$ cat config.mk
export PLATFORM = sky130hd
export DESIGN_NAME = alu_calc
export DESIGN_NICKNAME = d
export VERILOG_FILES = /design/src/rtl/alu_calc.sv
export SDC_FILE = /design/constraint.sdc
export NUM_CORES = 1
export LEC_CHECK = 0
export ABC_AREA = 1
export CORE_MARGIN = 1.5
export CORE_UTILIZATION = 55
export DETAILED_ROUTE_END_ITERATION = 10
export GPL_TIMING_DRIVEN = 0
export PLACE_DENSITY = 0.78
export SLEW_MARGIN = 10
export SYNTH_ARGS = -nofsm -noshare
export SYNTH_HDL_FRONTEND = slang
export SYNTH_SLANG_ARGS = --single-unit
$ cat constraint.sdc
create_clock -name clk -period 3.2 [get_ports clk]
set_input_delay 0.8 -clock clk [delete_from_list [all_inputs] [get_ports clk]]
set_output_delay 0.8 -clock clk [all_outputs]
set_load 0.03 [all_outputs]
$ cat src/rtl/alu_calc.sv
`default_nettype none
// ============================================================================
//  Module   : alu_calc
//  Purpose  : Calculator ALU. Provides single-cycle LOAD/ADD/ADDI/SUB/SUBI/
//             CLEAR/DISPLAY operations and a 16-step shift-add multiply.
//             Produces a registered result with a done pulse, a busy flag
//             and an overflow flag.
//  Revision : 1.0 - initial release
// ============================================================================
module alu_calc (
    input  logic        clk,
    input  logic        rst,
    input  logic        start,
    input  logic [2:0]  opcode,
    input  logic [15:0] v1RAM,
    input  logic [15:0] v2RAM,
    input  logic [6:0]  imm,
    output logic [15:0] valorGuardarRAM,
    output logic        done,
    output logic        busy,
    output logic        ovf
);

    // Opcode encoding
    localparam logic [2:0] c_op_load    = 3'b000;
    localparam logic [2:0] c_op_add     = 3'b001;
    localparam logic [2:0] c_op_addi    = 3'b010;
    localparam logic [2:0] c_op_sub     = 3'b011;
    localparam logic [2:0] c_op_subi    = 3'b100;
    localparam logic [2:0] c_op_mul     = 3'b101;
    localparam logic [2:0] c_op_clear   = 3'b110;
    localparam logic [2:0] c_op_display = 3'b111;

    // FSM state encoding
    localparam logic [0:0] c_st_idle = 1'b0;
    localparam logic [0:0] c_st_mult = 1'b1;

    // Index of the last multiplier bit; its edge completes the multiply
    localparam logic [4:0] c_last_step = 5'd15;

    logic [0:0]  r_state;
    logic [0:0]  w_state_next;

    logic [15:0] r_result;
    logic        r_done;
    logic        r_busy;
    logic        r_ovf;

    logic [31:0] r_mcand;
    logic [15:0] r_mplier;
    logic [31:0] r_acc;
    logic [4:0]  r_cnt;

    logic [15:0] w_sext;
    logic [15:0] w_operand_b;
    logic [15:0] w_sum;
    logic [15:0] w_diff;
    logic        w_add_ovf;
    logic        w_sub_ovf;
    logic [15:0] w_single_res;
    logic        w_single_ovf;
    logic [31:0] w_acc_next;
    logic        w_mul_last;

    assign w_sext      = {{9{imm[6]}}, imm};
    // Register-register forms use the second memory operand, others the immediate
    assign w_operand_b = ((opcode == c_op_add) || (opcode == c_op_sub)) ? v2RAM : w_sext;
    assign w_sum       = v1RAM + w_operand_b;
    assign w_diff      = v1RAM - w_operand_b;

    // Signed overflow: operands of equal sign (add) or opposite sign (sub)
    // producing a result whose sign differs from the first operand
    assign w_add_ovf = (v1RAM[15] == w_operand_b[15]) && (w_sum[15]  != v1RAM[15]);
    assign w_sub_ovf = (v1RAM[15] != w_operand_b[15]) && (w_diff[15] != v1RAM[15]);

    // Shift-add step: the multiplicand is pre-shifted so bit 0 of the
    // multiplier register always selects the current partial product
    assign w_acc_next = r_acc + (r_mplier[0] ? r_mcand : 32'd0);
    assign w_mul_last = (r_cnt == c_last_step);

    // Result and overflow for the single-cycle operations
    always_comb begin
        w_single_res = 16'h0000;
        w_single_ovf = 1'b0;
        case (opcode)
            c_op_load:    w_single_res = w_sext;
            c_op_add:     begin w_single_res = w_sum;  w_single_ovf = w_add_ovf; end
            c_op_addi:    begin w_single_res = w_sum;  w_single_ovf = w_add_ovf; end
            c_op_sub:     begin w_single_res = w_diff; w_single_ovf = w_sub_ovf; end
            c_op_subi:    begin w_single_res = w_diff; w_single_ovf = w_sub_ovf; end
            c_op_clear:   w_single_res = 16'h0000;
            c_op_display: w_single_res = v1RAM;
            default:      w_single_res = 16'h0000;
        endcase
    end

    // State register
    always_ff @(posedge clk) begin
        if (rst) begin
            r_state <= c_st_idle;
        end else begin
            r_state <= w_state_next;
        end
    end

    // Next-state logic: only an accepted MUL leaves IDLE
    always_comb begin
        w_state_next = r_state;
        case (r_state)
            c_st_idle: begin
                if (start && (opcode == c_op_mul)) begin
                    w_state_next = c_st_mult;
                end
            end
            c_st_mult: begin
                if (w_mul_last) begin
                    w_state_next = c_st_idle;
                end
            end
            default: w_state_next = c_st_idle;
        endcase
    end

    // Datapath: operand capture, multiply iteration and result registers
    always_ff @(posedge clk) begin
        if (rst) begin
            r_result <= 16'h0000;
            r_done   <= 1'b0;
            r_busy   <= 1'b0;
            r_ovf    <= 1'b0;
            r_mcand  <= 32'd0;
            r_mplier <= 16'h0000;
            r_acc    <= 32'd0;
            r_cnt    <= 5'd0;
        end else begin
            r_done <= 1'b0;
            case (r_state)
                c_st_idle: begin
                    if (start) begin
                        if (opcode == c_op_mul) begin
                            r_mcand  <= {16'h0000, v1RAM};
                            r_mplier <= w_sext;
                            r_acc    <= 32'd0;
                            r_cnt    <= 5'd0;
                            r_busy   <= 1'b1;
                        end else begin
                            r_result <= w_single_res;
                            r_ovf    <= w_single_ovf;
                            r_done   <= 1'b1;
                        end
                    end
                end
                c_st_mult: begin
                    r_acc    <= w_acc_next;
                    r_mcand  <= r_mcand << 1;
                    r_mplier <= r_mplier >> 1;
                    r_cnt    <= r_cnt + 5'd1;
                    if (w_mul_last) begin
                        r_result <= w_acc_next[15:0];
                        r_ovf    <= |w_acc_next[31:16];
                        r_done   <= 1'b1;
                        r_busy   <= 1'b0;
                    end
                end
                default: begin
                    r_busy <= 1'b0;
                end
            endcase
        end
    end

    assign valorGuardarRAM = r_result;
    assign done            = r_done;
    assign busy            = r_busy;
    assign ovf             = r_ovf;

endmodule
`default_nettype wire

# Word level (Yosys, flattened, before mapping)
# Index checks and enable logic that the tools add are counted.
dict set report op_classes {
  eq_ne 15
  mux 35
  addsub 4
  bitwise_logic 1
  n_reduce_logical 11
}
# op n
set ops {}
lappend ops {{32-bit 2-to-1 mux} 5}
lappend ops {{32-bit one-hot mux with 2 select lines} 2}
lappend ops {{16-bit 2-to-1 mux} 6}
lappend ops {{16-bit one-hot mux with 2 select lines} 2}
lappend ops {{16-bit one-hot mux with 4 select lines} 1}
lappend ops {{32-bit adder} 1}
lappend ops {{16-bit adder} 1}
lappend ops {{16-bit OR reduction} 1}
lappend ops {{16-bit subtractor} 1}
lappend ops {{1-bit 2-to-1 mux} 11}
lappend ops {{5-bit 2-to-1 mux} 2}
lappend ops {{1-bit one-hot mux with 2 select lines} 5}
lappend ops {{5-bit one-hot mux with 2 select lines} 1}
lappend ops {{3-bit == test (second input constant)} 3}
lappend ops {{3-bit by 2-bit == test with 1-bit output (second input constant)} 2}
lappend ops {{2-bit inequality test (second input constant)} 3}
lappend ops {{3-bit AND reduction} 2}
lappend ops {{5-bit by 1-bit adder with 5-bit output (second input constant)} 1}
lappend ops {{5-bit by 4-bit == test with 1-bit output (second input constant)} 1}
lappend ops {{2-bit OR reduction} 2}
lappend ops {{3-bit by 1-bit == test with 1-bit output (second input constant)} 1}
lappend ops {{1-bit logical AND} 3}
lappend ops {{3-bit zero test} 1}
lappend ops {{1-bit inequality test} 3}
lappend ops {{5 further kinds} 5}
dict set report word_totals {
  ff_bits 105
  out_inout_bits 19
  word_cells 75
}

# Longest topological paths before layout
dict set report logic_depth {
  word_depth 10
  ltp_mapped 23
  depth_no_buf 21
}

# Worst setup path after synthesis
# No wires, ideal clock.
dict set report synth_path {
  kind {input to register}
  from {input port opcode[2]}
  to {register r_result[10] (netlist: valorGuardarRAM[10])}
  cell_stages 16
  path_buffers 1
  arrival_time_ns 3.017
  path_slack_ns 0.061
  cell_sequence {inv_2 -> nand2_2 -> clkbuf_1 -> mux2_2 -> ha_1 -> fa_1 -> nand3_1 -> nand2_1 -> a21boi_2 -> nor2_1 -> nand2_1 -> nand3_1 -> nand3_1 -> nand2_1 -> o21ai_0 -> a21oi_1}
}
dict set report synth_between {
  elab_chain_cells 8
  word_cells_on_any_way 19
}
# item line
set synth_rtl {}
lappend synth_rtl {{start, declared} 14} ;# input logic [2:0] opcode,
lappend synth_rtl {{3-bit by 1-bit == test with 1-bit output or 3-bit by 2-bit == test with 1-bit output (tied branches)} {67, 85}}
lappend synth_rtl {{1-bit logical OR} 67} ;# assign w_operand_b = ((opcode == c_op_add) || (opcode == c_op_sub)) ? v2RAM : w_sext;
lappend synth_rtl {{16-bit 2-to-1 mux} 67}
lappend synth_rtl {{16-bit subtractor or 16-bit adder (tied branches)} {69, 68}}
lappend synth_rtl {{16-bit one-hot mux with 4 select lines} 85} ;# case (opcode)
lappend synth_rtl {{16-bit 2-to-1 mux} 140} ;# if (opcode == c_op_mul) begin
lappend synth_rtl {{16-bit 2-to-1 mux} 139} ;# if (start) begin
lappend synth_rtl {{16-bit one-hot mux with 2 select lines} 137} ;# case (r_state)
lappend synth_rtl {{end signal, assigned} 147} ;# r_result <= w_single_res;
lappend synth_rtl {{end signal, assigned} 159} ;# r_result <= w_acc_next[15:0];
lappend synth_rtl {{end, declared} 44} ;# logic [15:0] r_result;
# Parallel ways exist; a longest one is shown, timed or not. The select of a mux whose other input is x is not followed.
# A chain may end at the register's enable or synchronous reset.

# Final worst setup path
dict set report layout_path {
  from {input port opcode[2]}
  to {register r_result[14] (netlist: valorGuardarRAM[14])}
}
# The elaborated chain is that of the path after synthesis.

==> metrics.md <==
| Metric | Value |
|---|---|
| Worst Setup Path Type | `in -> reg` |
| Synth async-reset ratio | `0` |
| Clock Skews | `13.51 ps` |
| Most used cell, CP | `sky130_fd_sc_hd__nand3_1` |
| Leakage power total | `between 5 and 6 nW` |
| Clock buffers created by TritonCTS | `9` |
| Total number of placement rows | `46` |
| Capture endpoint of the worst hold path | `r_mcand[31]$_SDFFE_PP0P_` |
| Worst-Skew Late Latency | `approximately 370 ps` |
| Hold path cells | `2` |
| Critical-path maximum fanout | `8` |
| Effective utilization at floorplan | `0.5658` |
| Outcome | `finished clean` |
| Worst hold slack after final layout | `around 470 ps` |
| Die width | `around 130 um` |
| Endpoint kind of the worst setup timing path | `flip-flop` |
| Post-route ant nets | `0` |
| Area delta synth->final | `16.50%` |
| Worst-path clk slew | `about 80 ps` |
| Yosys synthesis warning count | `0` |
| Worst Max-Slew Pin Slew | `between 1000 and 1500 ps` |
| Clock sinks | `105` |
| Worst-case setup slack after placement | `-1318 ps` |
| Max Slew Vio Count | `0` |
| H-tree levels | `3` |
| Hold buffer count at cts | `0` |
| Number of remaining DRC errors | `0` |
| Worst path cell trace | `buf_2, inv_4, nand2_4, buf_4, nand2_4, o21ai_2, inv_1, ha_1, clkbuf_4, clkinvlp_4, buf_4, nor3_1, inv_1, nor2_1, nor2_1, nand3_1, nand3_1, nand3_1, nand2_1, a21oi_1` |
| Per-cell routed wire length | `about 16 um` |
| Largest net degree at the start of global routing | `23` |
| Vias post-DR | `approximately 10000` |
| First-pass GRT wire length | `between 40000 and 50000 um` |
| Die ar. | `between 15000 and 20000 um2` |
| Number of flops mapped to enable cells by yosys | `0` |
| Final worst path period share | `0.9576` |
| Root buf cell | `sky130_fd_sc_hd__clkbuf_16` |
| Clock tree from TritonCTS | `done` |
| Initial detailed-routing violation count | `slightly above 1000` |
| Peak VDD IR | `approximately 360 uV` |
| Setup_tns | `0 ps` |
| Vias in the first global route | `8835` |
| Delay contributed by the slowest stage of the critical path | `about 270 ps` |
| Register-to-register setup slack | `~200 ps` |
| I/O Pins | `64` |
| Estimated wirelength of the detail-placed design | `between 20000 and 25000 um` |
| Mean area per synthesized cell | `approximately 6 um2` |
| Area of combinational cells with multiple inputs | `about 6000 um2` |
| Number of filler cells placed in the layout | `between 1500 and 2000` |
| Register bit count reported by yosys | `105` |
| First drt pass iteration count | `5` |
| Period minus WS final | `~3100 ps` |
| Synthesized netlist net count | `roughly 1700` |
| Worst path arrival time | `between 3000 and 4000 ps` |
| DRT Wirelength | `about 30000 um` |
| Endpoint of the lowest-slack register-to-register path | `ovf$_SDFFE_PP0P_` |
| Required time at the worst-slack endpoint | `~3500 ps` |
| Number of library cell types mapped by synthesis | `between 40 and 50` |
| Tot Pwr | `about 3.5 mW` |
| Final setup vio count | `0` |
| Initial antenna violation count | `1` |
| GRT Total Usage | `0.3420` |
| Placeable Area | `roughly 16000 um2` |
| GRT Residual Overflow | `0` |
| Sequential cell area | `2102 um2` |
| Inserted Diodes | `0` |
| Sequential element share of the synthesized area | `0.2322` |
| Cell count after synthesis | `1551` |
| Post-synthesis instance area | `~9100 um2` |
| Worst path bufs/invs | `8` |
| Total number of nets in the final design | `~1700` |
| Critical-path top delay cell | `sky130_fd_sc_hd__ha_1` |
| Final weighted congestion in routability-driven placement | `between 0.9 and 1` |
| Detailed-route vias per instance | `about 5.5` |
| Startpoint type of the worst setup path | `input port` |
| FF-to-FF path depth | `22` |
| Fraction of layout instances using a drive strength above 1 | `0.1024` |
| Worst reg2reg startpoint | `r_mplier[0]$_SDFFE_PP0P_` |
| Synth Flop Type | `sky130_fd_sc_hd__dfxtp_1` |
| Die Y-Extent | `around 130 um` |
| Max_cap viols | `0` |
| Hold path startpoint | `r_mcand[31]$_SDFFE_PP0P_` |
| Class of the tightest hold or removal check | `reg -> reg` |
| Top delay family on crit path | `buffers and inverters` |
| Worst path setup slack after routing | `between 100 and 150 ps` |
| Maximum clock frequency | `between 0.3 and 0.4 GHz` |
| Final hold viol count | `0` |
| Buffer levels on the longest clock path | `2` |
| Max-slew headroom at the worst pin | `0.2321` |
| Input/output buffers | `63` |
| Power per Cell Area | `328.8 nW/um2` |
==> cells in the final DEF (no fill, tap or decap), drive strengths merged, types with 3 or more instances in the layout <==
cell type	instances
nand2	598
inv	241
a21oi	110
dfxtp	105
nor2	104
nand3	93
o21ai	69
ha	65
clkdlybuf4s50	60
clkbuf	46
a31oi	39
buf	24
nand4	17
nor3	10
nand3b	8
or2	7
a21boi	6
clkinv	6
a21o	5
o21bai	5
and2	4
o21a	3
fa	3
==> where the power goes <==
group          internal, mW  switching, mW  leakage, nW
Combinational         0.328          0.621         4.25
Clock                 0.568          0.592        0.153
Sequential             1.34         0.0201        0.851
Total                  2.23           1.23         5.26
==> metal layers <==
layer  part of all wire  GRT usage
met4              0.021    0.08765
met2               0.43     0.5118
met5                  0          0
met3              0.085    0.05980
met1               0.47     0.5051
==> logic make-up (layout without fill, tap and decap cells) <==
kind of cell | Yosys count | after routing | share of synthesized area
AO/OA/AOI/OAI | 244 | 244 | 0.1520
XOR/XNOR | 1 | 1 | 0.0009677
adder cells (fa/ha/maj) | 68 | 68 | 0.09648
buffers and inverters | 290 | 379 | 0.1222
flip-flops | 105 | 105 | 0.2322
multiplexers | 1 | 1 | 0.001244
AND/OR/NAND/NOR | 842 | 843 | 0.3949
==> worst min-delay path, cell delays in order, from the launching register on <==
cell and delay (ps):
sky130_fd_sc_hd__dfxtp_1 320, sky130_fd_sc_hd__nand2_1 60, sky130_fd_sc_hd__a21oi_1 50
==> per-stage QoR <==
step                instances    util  instance area (um2)
floorplan                1551       -                 9052
global placement         1830  0.6221                 9953
detailed placement       1830  0.6221                 9953
CTS                      1848  0.6452                10320
global route             1857  0.6591                10550
finish                   1857  0.6591                10550
==> cells in the mapped netlist (2+ instances only) <==
cell	instances	area share
sky130_fd_sc_hd__inv_1	224	0.093
sky130_fd_sc_hd__nand3_1	88	0.049
sky130_fd_sc_hd__nand2_2	22	0.015
sky130_fd_sc_hd__fa_1	3	0.0066
sky130_fd_sc_hd__a21oi_1	103	0.057
sky130_fd_sc_hd__nor3_2	4	0.0044
sky130_fd_sc_hd__o21ai_0	64	0.035
sky130_fd_sc_hd__o21ai_1	4	0.0022
sky130_fd_sc_hd__a21boi_2	2	0.0025
sky130_fd_sc_hd__nand2_1	574	0.24
sky130_fd_sc_hd__a21boi_0	4	0.0033
sky130_fd_sc_hd__inv_2	14	0.0058
sky130_fd_sc_hd__nor2_2	15	0.010
sky130_fd_sc_hd__a21oi_2	7	0.0068
sky130_fd_sc_hd__nor3_1	6	0.0033
sky130_fd_sc_hd__dfxtp_1	105	0.23
sky130_fd_sc_hd__a21o_1	5	0.0041
sky130_fd_sc_hd__nor2_1	86	0.036
sky130_fd_sc_hd__clkinv_1	3	0.0012
sky130_fd_sc_hd__nand3b_1	7	0.0058
sky130_fd_sc_hd__nor2_4	3	0.0037
sky130_fd_sc_hd__and2_1	4	0.0028
sky130_fd_sc_hd__o21bai_1	5	0.0041
sky130_fd_sc_hd__a31oi_1	39	0.027
sky130_fd_sc_hd__clkbuf_1	34	0.014
sky130_fd_sc_hd__ha_1	65	0.090
sky130_fd_sc_hd__buf_2	13	0.0072
sky130_fd_sc_hd__nand3_2	5	0.0055
sky130_fd_sc_hd__or2_2	6	0.0041
sky130_fd_sc_hd__nand4_1	17	0.012
sky130_fd_sc_hd__o21a_1	3	0.0025
==> repair_timing <==
action | in CTS | in global routing
hold endpoints to repair | 0 | 0
pin swaps | 4 | 12
setup buffers | 1 | 8
resized for setup | 22 | 65
endpoints found under the setup margin | 17 | 12
gates cloned | 1 | 1
==> final cells by class <==
class | count | area share
multi-input cells | 1157 | 0.5702
flip-flops and latches | 105 | 0.1993
inverters | 241 | 0.08637
repair buffers | 73 | 0.06739
well taps | 216 | 0.02563
clock buffers | 9 | 0.02135
plain buffers | 49 | 0.02135
clock inverters | 7 | 0.008423
==> sequential cells by signal, indices dropped and copies added (netlist names) <==
name             cells
r_acc               32
r_mcand             32
r_mplier            16
valorGuardarRAM     16
r_cnt                5
busy                 1
done                 1
ovf                  1
r_state              1
==> how the worst max path moves through the flow <==
stage	startpoint	end	slack, ps	cells after the start
after CTS	opcode[0]	valorGuardarRAM[14]$_SDFFE_PP0P_	5	18
after global placement	opcode[2]	valorGuardarRAM[10]$_SDFFE_PP0P_	-1270	17
after detailed placement	opcode[2]	valorGuardarRAM[10]$_SDFFE_PP0P_	-1320	17
after floorplan	opcode[2]	valorGuardarRAM[10]$_SDFFE_PP0P_	60	16
final	opcode[2]	valorGuardarRAM[14]$_SDFFE_PP0P_	140	20
after global routing	r_mplier[0]$_SDFFE_PP0P_	ovf$_SDFFE_PP0P_	-8	22
No activity file was read; power rests on OpenSTA's default activity.
